`src/rtl/logicnet_lut_layer_pipe_pkg.sv`:
```
// Shared types and helpers for the LogicNet LUT layer.
// The neuron table depth and the neuron-select width are derived here so
// that the top level, the interface and the RAM agree on them.
package logicnet_lut_pkg;

    typedef enum logic {
        CLEAR = 1'b0,
        RUN   = 1'b1
    } lut_state_e;

    // Width needed to index n items, never less than one bit.
    function automatic int clog2_min1(input int n);
        return (n <= 2) ? 1 : $clog2(n);
    endfunction

    // Number of entries in a table addressed by fanin bits.
    function automatic int lut_depth(input int fanin);
        return 1 << fanin;
    endfunction

    localparam int FANIN_DEFAULT = 8;
    localparam int DEPTH         = lut_depth(FANIN_DEFAULT);

endpackage

```
`src/rtl/logicnet_lut_layer_pipe_if.sv`:
```
// Bundle of the layer's data-in, data-out and table-config signals.
// The master side drives vectors and table writes; the slave side is the layer.
interface logicnet_lut_layer_pipe_if
    import logicnet_lut_pkg::*;
#(
    parameter int NUM_NEURONS = 8,
    parameter int FANIN       = 8,
    parameter int OUT_BITS    = 1
);
    localparam int NIDX_W = clog2_min1(NUM_NEURONS);

    logic                            in_valid;
    logic                            in_ready;
    logic [NUM_NEURONS*FANIN-1:0]    in_data;
    logic                            out_valid;
    logic                            out_ready;
    logic [NUM_NEURONS*OUT_BITS-1:0] out_data;
    logic                            cfg_we;
    logic [NIDX_W-1:0]               cfg_neuron;
    logic [FANIN-1:0]                cfg_addr;
    logic [OUT_BITS-1:0]             cfg_wdata;
    logic                            cfg_busy;

    modport master (
        output in_valid, in_data, out_ready,
        output cfg_we, cfg_neuron, cfg_addr, cfg_wdata,
        input  in_ready, out_valid, out_data, cfg_busy
    );

    modport slave (
        input  in_valid, in_data, out_ready,
        input  cfg_we, cfg_neuron, cfg_addr, cfg_wdata,
        output in_ready, out_valid, out_data, cfg_busy
    );
endinterface

```
`src/rtl/logicnet_lut_layer_pipe_ram.sv`:
```
// One neuron's truth table: a small distributed RAM with a synchronous
// write port and an asynchronous read port, so a lookup settles within
// the same cycle its address is presented.
module logicnet_lut_ram
    import logicnet_lut_pkg::*;
#(
    parameter int ADDR_W = 8,
    parameter int DATA_W = 1
) (
    input  logic              clk,
    input  logic              we,
    input  logic [ADDR_W-1:0] waddr,
    input  logic [DATA_W-1:0] wdata,
    input  logic [ADDR_W-1:0] raddr,
    output logic [DATA_W-1:0] rdata
);
    logic [DATA_W-1:0] mem [lut_depth(ADDR_W)];

    // Table contents are never reset; they are cleared by the owner's sweep.
    always_ff @(posedge clk) begin
        if (we) begin
            mem[waddr] <= wdata;
        end
    end

    assign rdata = mem[raddr];

endmodule

```
`src/rtl/logicnet_lut_layer_pipe.sv`:
```
// One LogicNet layer built from NUM_NEURONS runtime-writable truth tables.
// After reset every table is swept to zero (one entry per cycle, all
// neurons in parallel); only then are lookups and config writes accepted.
// Build option SKID_BUF_EN: adds a 2-entry output skid buffer so in_ready
// is a plain register with no combinational path from out_ready.
module logicnet_lut_layer_pipe
    import logicnet_lut_pkg::*;
#(
    parameter int NUM_NEURONS = 8,
    parameter int FANIN       = 8,
    parameter int OUT_BITS    = 1
) (
    input  logic                     clk,
    input  logic                     rst_n,
    logicnet_lut_layer_pipe_if.slave bus
);
    localparam int NIDX_W = clog2_min1(NUM_NEURONS);
    localparam int OUT_W  = NUM_NEURONS * OUT_BITS;

    lut_state_e        state;
    lut_state_e        next_state;
    logic [FANIN-1:0]  clr_cnt;
    logic [OUT_W-1:0]  lut_out;

    // State register and clear-sweep counter; reset always restarts the sweep.
    always_ff @(posedge clk) begin
        if (!rst_n) begin
            state   <= CLEAR;
            clr_cnt <= '0;
        end else begin
            state <= next_state;
            if (state == CLEAR) begin
                clr_cnt <= clr_cnt + 1'b1;
            end
        end
    end

    // Leave CLEAR once the last table entry has been written.
    always_comb begin
        next_state = state;
        if (state == CLEAR && clr_cnt == {FANIN{1'b1}}) begin
            next_state = RUN;
        end
    end

    assign bus.cfg_busy = (state == CLEAR);

    for (genvar n = 0; n < NUM_NEURONS; n++) begin : g_neuron
        logic             we;
        logic [FANIN-1:0] waddr;
        logic [OUT_BITS-1:0] wdata;

        // Sweep owns the write port during CLEAR; config writes are dropped then.
        always_comb begin
            we    = 1'b0;
            waddr = bus.cfg_addr;
            wdata = bus.cfg_wdata;
            if (state == CLEAR) begin
                we    = 1'b1;
                waddr = clr_cnt;
                wdata = '0;
            end else if (bus.cfg_we && bus.cfg_neuron == NIDX_W'(n)) begin
                we = 1'b1;
            end
        end

        logicnet_lut_ram #(
            .ADDR_W (FANIN),
            .DATA_W (OUT_BITS)
        ) u_ram (
            .clk   (clk),
            .we    (we),
            .waddr (waddr),
            .wdata (wdata),
            .raddr (bus.in_data[n*FANIN +: FANIN]),
            .rdata (lut_out[n*OUT_BITS +: OUT_BITS])
        );
    end

`ifdef SKID_BUF_EN
    logic             out_valid_q, out_valid_n;
    logic [OUT_W-1:0] out_data_q, out_data_n;
    logic             sk_valid_q, sk_valid_n;
    logic [OUT_W-1:0] sk_data_q, sk_data_n;
    logic             in_ready_q, in_ready_n;
    logic             accept;
    logic             pop;

    assign accept = bus.in_valid && in_ready_q;
    assign pop    = out_valid_q && bus.out_ready;

    // Output slot refills from the skid entry first so order is preserved.
    always_comb begin
        out_valid_n = out_valid_q;
        out_data_n  = out_data_q;
        sk_valid_n  = sk_valid_q;
        sk_data_n   = sk_data_q;
        if (!out_valid_q || pop) begin
            if (sk_valid_q) begin
                out_valid_n = 1'b1;
                out_data_n  = sk_data_q;
                sk_valid_n  = accept;
                if (accept) begin
                    sk_data_n = lut_out;
                end
            end else begin
                out_valid_n = accept;
                if (accept) begin
                    out_data_n = lut_out;
                end
            end
        end else if (accept) begin
            sk_valid_n = 1'b1;
            sk_data_n  = lut_out;
        end
        in_ready_n = (next_state == RUN) && !(out_valid_n && sk_valid_n);
    end

    // Output, skid and ready registers; reset discards anything in flight.
    always_ff @(posedge clk) begin
        if (!rst_n) begin
            out_valid_q <= 1'b0;
            out_data_q  <= '0;
            sk_valid_q  <= 1'b0;
            sk_data_q   <= '0;
            in_ready_q  <= 1'b0;
        end else begin
            out_valid_q <= out_valid_n;
            out_data_q  <= out_data_n;
            sk_valid_q  <= sk_valid_n;
            sk_data_q   <= sk_data_n;
            in_ready_q  <= in_ready_n;
        end
    end

    assign bus.in_ready  = in_ready_q;
    assign bus.out_valid = out_valid_q;
    assign bus.out_data  = out_data_q;
`else
    logic             out_valid_q;
    logic [OUT_W-1:0] out_data_q;
    logic             in_ready_c;

    assign in_ready_c = (state == RUN) && (!out_valid_q || bus.out_ready);

    // Single output register: load whenever the slot is free or being drained.
    always_ff @(posedge clk) begin
        if (!rst_n) begin
            out_valid_q <= 1'b0;
            out_data_q  <= '0;
        end else if (in_ready_c) begin
            out_valid_q <= bus.in_valid;
            if (bus.in_valid) begin
                out_data_q <= lut_out;
            end
        end
    end

    assign bus.in_ready  = in_ready_c;
    assign bus.out_valid = out_valid_q;
    assign bus.out_data  = out_data_q;
`endif

endmodule
```
`src/flat_wrapper.sv`:
```
// flat-port wrapper written by rule: the top's interface ports become plain ports
module logicnet_lut_layer_pipe_flat import logicnet_lut_pkg::*;
#(
    parameter int NUM_NEURONS = 8,
    parameter int FANIN       = 8,
    parameter int OUT_BITS    = 1
)
  (clk, rst_n, bus_in_valid, bus_in_data, bus_out_ready, bus_cfg_we, bus_cfg_neuron, bus_cfg_addr, bus_cfg_wdata, bus_in_ready, bus_out_valid, bus_out_data, bus_cfg_busy);
  logicnet_lut_layer_pipe_if #(.NUM_NEURONS(NUM_NEURONS), .FANIN(FANIN), .OUT_BITS(OUT_BITS)) bus_i ();
  input  logic clk;
  input  logic rst_n;
  input wire logic [$bits(bus_i.in_valid)-1:0] bus_in_valid;
  input wire logic [$bits(bus_i.in_data)-1:0] bus_in_data;
  input wire logic [$bits(bus_i.out_ready)-1:0] bus_out_ready;
  input wire logic [$bits(bus_i.cfg_we)-1:0] bus_cfg_we;
  input wire logic [$bits(bus_i.cfg_neuron)-1:0] bus_cfg_neuron;
  input wire logic [$bits(bus_i.cfg_addr)-1:0] bus_cfg_addr;
  input wire logic [$bits(bus_i.cfg_wdata)-1:0] bus_cfg_wdata;
  output wire logic [$bits(bus_i.in_ready)-1:0] bus_in_ready;
  output wire logic [$bits(bus_i.out_valid)-1:0] bus_out_valid;
  output wire logic [$bits(bus_i.out_data)-1:0] bus_out_data;
  output wire logic [$bits(bus_i.cfg_busy)-1:0] bus_cfg_busy;
  assign bus_i.in_valid = bus_in_valid;
  assign bus_i.in_data = bus_in_data;
  assign bus_i.out_ready = bus_out_ready;
  assign bus_i.cfg_we = bus_cfg_we;
  assign bus_i.cfg_neuron = bus_cfg_neuron;
  assign bus_i.cfg_addr = bus_cfg_addr;
  assign bus_i.cfg_wdata = bus_cfg_wdata;
  assign bus_in_ready = bus_i.in_ready;
  assign bus_out_valid = bus_i.out_valid;
  assign bus_out_data = bus_i.out_data;
  assign bus_cfg_busy = bus_i.cfg_busy;
  logicnet_lut_layer_pipe #(.NUM_NEURONS(NUM_NEURONS), .FANIN(FANIN), .OUT_BITS(OUT_BITS)) u_core (.clk(clk), .rst_n(rst_n), .bus(bus_i));
endmodule
```
`config.mk`:
```
export PLATFORM = sky130hd
export DESIGN_NAME = logicnet_lut_layer_pipe_flat
export DESIGN_NICKNAME = d
export VERILOG_FILES = /design/src/rtl/logicnet_lut_layer_pipe_pkg.sv /design/src/rtl/logicnet_lut_layer_pipe_if.sv /design/src/rtl/logicnet_lut_layer_pipe_ram.sv /design/src/rtl/logicnet_lut_layer_pipe.sv /design/src/flat_wrapper.sv
export SDC_FILE = /design/constraint.sdc
export NUM_CORES = 2
export LEC_CHECK = 0
export ABC_CLOCK_PERIOD_IN_PS = 56700
export CELL_PAD_IN_SITES_DETAIL_PLACEMENT = 1
export CELL_PAD_IN_SITES_GLOBAL_PLACEMENT = 2
export CORE_ASPECT_RATIO = 1.4
export CORE_MARGIN = 1.5
export CORE_UTILIZATION = 46
export CTS_CLUSTER_DIAMETER = 40
export DETAILED_ROUTE_END_ITERATION = 10
export GPL_ROUTABILITY_DRIVEN = 0
export GPL_TIMING_DRIVEN = 0
export PLACE_DENSITY = 0.82
export SYNTH_ARGS = -nofsm -noshare
export SYNTH_HDL_FRONTEND = slang
export SYNTH_HIERARCHICAL = 1
export SYNTH_SLANG_ARGS = --single-unit
```
`constraint.sdc`:
```
create_clock -name clk -period 56.7 [get_ports clk]
set_input_delay 14.175 -clock clk [delete_from_list [all_inputs] [get_ports clk]]
set_output_delay 14.175 -clock clk [all_outputs]
set_load 0.005 [all_outputs]
```
==> run summary <==
pin count of the biggest net entering global routing: 119
number of cell rows: 191
crit-path most repeated cell: sky130_fd_sc_hd__clkdlybuf4s50_1
vias after detailed routing: 55820
cts bufs inserted: 232
Post-DRT Antenna Nets: 0
Period minus WS final: 29.56 ns
initial antenna violation count: 21
Pre-antenna DRT Iters: 8
via count of the first global-routing pass: 60060
CTS tree: done
port buffer count: 74
setup repair bufs after CTS: 0
Final Hold Violating Endpoints: 0
number of warnings printed during yosys synthesis: 6
number of hold-repair buffers added at the cts stage: 0
#FFs+latches synth: 2066
Detailed Route WL: 255900 um
number of cells upsized or downsized after cts: 0
sum of negative setup slack: 0 ns
# IOs: 92
maximum cell stage delay along the critical path: 0.50 ns
Max VDD drop: 0.00002410 V
cell family with most CP delay: buffers and inverters
EDFF count, synth: 2048
crit path capture type: primary output
Final Max Slew Viols: 0
hold depth: 2
die height: 525.9 um
final worst-path setup slack: 27.14 ns
Total Nets Final: 6818
CTS Root Cell: sky130_fd_sc_hd__clkbuf_16
slowest stage cell, crit path: sky130_fd_sc_hd__clkdlybuf4s50_1
P&R area growth vs syn: 13.78%
GRT Util Overall: 25.80%
average cell area after synthesis: 14.03 um2
origin of the critical flop-to-flop path: u_core/state
pin slew with the least headroom to its limit: 1.222 ns
Final Cycle Share: 52.13%
worst path required time: 42.53 ns
R2R setup slack: 52.96 ns
startpoint of the lowest-slack hold path: u_core/bus.out_data[2]
netlist area before placement: 0.08982 mm2
largest buffer count on any clock path: 4
destination of the worst hold path: u_core/bus.out_data[2]
flip-flop cell with the highest count after synthesis: sky130_fd_sc_hd__edfxtp_1
die outline area: 0.1980 mm2
reported leakage power: 32.64 nW
DRC violations left: 0
setup repair after global routing missed its margin: no
post-detailed-route wirelength per cell: 26.85 um
clock input transition at the sequential cells of the worst setup and hold paths: 0.06 ns
area of the core: 0.1938 mm2
most common cell after layout, fill and taps aside: sky130_fd_sc_hd__nor2_1
maxcap violations: 0
initial cell density of the core: 46.35%
remaining global-route overflow: 0
critical path fanouts, max: 2
setup violators final: 0
share of synthesized area occupied by flip-flops and latches: 68.87%
clock net sink count: 2066
f_max: 0.03383 GHz
Worst Clk Skew: 0.03215 ns
worst slack after detailed placement: 27.15 ns
total chip power: 3.310 mW
Clk Latency, worst-skew pair: 0.88 ns
share of synthesized flip-flops with an asynchronous set or reset: 0%
data arrival time of the critical path: 15.38 ns
Buf/Inv on CP: 2
outcome: finished, final reports clean
PwrDens: 32.39 mW/mm2
depth of the worst register-to-register path: 7
mean number of vias per cell: 5.856
worst path cell trace: clkdlybuf4s50_1 -> nand2b_1 -> and2_1 -> clkdlybuf4s50_1
syn nets: 6485
critical path class: in -> out
cell count after synthesis: 6403
global-route wire length before repair: 381300 um
layout cell share with drive strength beyond 1: 12.48%
number of library cell types mapped by synthesis: 44
htree depth: 4
Die Width: 376.5 um
end of the worst register-to-register path: u_core/g_neuron[0].u_ram/mem[99]
DR iter-0 viols: 4959
Max-Slew Margin vs Limit: 17.65%
most used cells in the layout excluding fill and tap cells: sky130_fd_sc_hd__nor2_1 (2144), sky130_fd_sc_hd__edfxtp_1 (2048), sky130_fd_sc_hd__mux2i_1 (417)
Detail Placement HPWL: 170600 um
kind of start point of the critical path: input port
worst min-delay path class: reg -> reg
## cell usage after synthesis, types with 7 or more instances
cell,count,area share (%)
sky130_fd_sc_hd__a311oi_1,16,0.16
sky130_fd_sc_hd__o21ai_0,26,0.14
sky130_fd_sc_hd__nor2b_1,73,0.51
sky130_fd_sc_hd__nand4_1,9,0.063
sky130_fd_sc_hd__buf_6,40,0.50
sky130_fd_sc_hd__inv_1,9,0.038
sky130_fd_sc_hd__a21boi_0,9,0.075
sky130_fd_sc_hd__mux2i_1,417,4.6
sky130_fd_sc_hd__nor3b_1,8,0.067
sky130_fd_sc_hd__edfxtp_1,2048,68
sky130_fd_sc_hd__or4_1,8,0.067
sky130_fd_sc_hd__o2111ai_1,8,0.078
sky130_fd_sc_hd__nor3_1,24,0.13
sky130_fd_sc_hd__buf_2,51,0.28
sky130_fd_sc_hd__a22oi_1,64,0.53
sky130_fd_sc_hd__nand3b_1,25,0.21
sky130_fd_sc_hd__nor4_1,40,0.28
sky130_fd_sc_hd__a22o_1,48,0.47
sky130_fd_sc_hd__clkbuf_1,316,1.3
sky130_fd_sc_hd__mux4_2,336,8.4
sky130_fd_sc_hd__and2_1,7,0.049
sky130_fd_sc_hd__nand2_1,203,0.85
sky130_fd_sc_hd__mux2_2,16,0.20
sky130_fd_sc_hd__nor2_1,2144,9.0
sky130_fd_sc_hd__nand2b_1,13,0.091
sky130_fd_sc_hd__or3b_1,8,0.078
sky130_fd_sc_hd__a31oi_1,24,0.17
sky130_fd_sc_hd__buf_1,8,0.033
sky130_fd_sc_hd__nand3_1,98,0.55
sky130_fd_sc_hd__and3b_1,8,0.078
sky130_fd_sc_hd__buf_4,40,0.33
sky130_fd_sc_hd__a2111oi_0,16,0.16
sky130_fd_sc_hd__dfxtp_1,18,0.40
sky130_fd_sc_hd__a21oi_1,16,0.089
sky130_fd_sc_hd__o22ai_1,184,1.3
sky130_fd_sc_hd__and3_1,9,0.063
## stage by stage
stage | std cells | instance area (um2) | hold WS [ns] | util (%)
after floorplan | 6403 | 89820 | 0.4511 | -
after global placement | 9082 | 93820 | 0.4497 | 48.41
after detailed placement | 9107 | 94540 | 0.4554 | 48.78
after CTS | 9529 | 102200 | 0.4636 | 52.73
after global routing | 9530 | 102200 | 0.4834 | 52.73
final | 9532 | 102200 | 0.4558 | 52.73
## power breakdown
part	internal [mW]	switching, mW
combinational	0.0501	0.0933
clock	0.884	0.628
sequential	1.65	0.000714
total	2.59	0.722
## area by class of cell
cell class	count	area [um2]
Buffer	455	2222
Antenna cell	3	7.507
Clock inverter	149	1536
Clock buffer	273	6118
Multi-Input combinational cell	3873	25730
Tap cell	2605	3259
Sequential cell	2066	61860
Timing Repair Buffer	99	1429
Inverter	9	33.78
Fill cell	18780	91610
## layer usage
metal / wire length, um / GRT usage, %
met2: 135800 / 46.76
met1: 96350 / 30.79
met3: 14350 / 4.083
met5: 99 / 0
met4: 9288 / 9.392
## worst register-to-register path, cell delays in order (launching register included)
cell,delay [ns]
sky130_fd_sc_hd__dfxtp_1,0.30
sky130_fd_sc_hd__buf_2,0.17
sky130_fd_sc_hd__buf_2,0.32
sky130_fd_sc_hd__mux2_2,0.77
sky130_fd_sc_hd__nor3b_1,0.66
sky130_fd_sc_hd__nand3_1,0.47
sky130_fd_sc_hd__clkbuf_1,0.50
sky130_fd_sc_hd__nor2_1,0.26
## flip-flops by register name, indices dropped and copies added (netlist names)
| register | count |
|---|---|
| u_core/bus.out_data | 8 |
| u_core/bus.out_valid | 1 |
| u_core/clr_cnt | 8 |
| u_core/g_neuron.u_ram/mem | 2048 |
| u_core/state | 1 |
## how the worst max path moves through the flow
stage / start / end / slack, ns / depth (start not counted)
finish: bus_out_ready / bus_in_ready / 27.14 / 4
CTS: bus_out_ready / bus_in_ready / 27.13 / 4
detailed placement: bus_out_ready / bus_in_ready / 27.15 / 4
global route: bus_out_ready / bus_in_ready / 27.10 / 4
floorplan: bus_cfg_wdata / u_core/g_neuron[0].u_ram/mem[0] / 11.79 / 1
global placement: bus_cfg_wdata / u_core/g_neuron[4].u_ram/mem[92] / -5.70 / 2
## cells by family after synthesis
kind of cell,Yosys count,synth area share (%)
fa+ha+maj,1,0.01393
flops,2066,68.87
xor+xnor,4,0.03900
buf+inv,464,2.511
simple gates,2682,12.10
mux,769,13.27
compound gates,417,3.201
No activity file was read; power rests on OpenSTA's default activity.
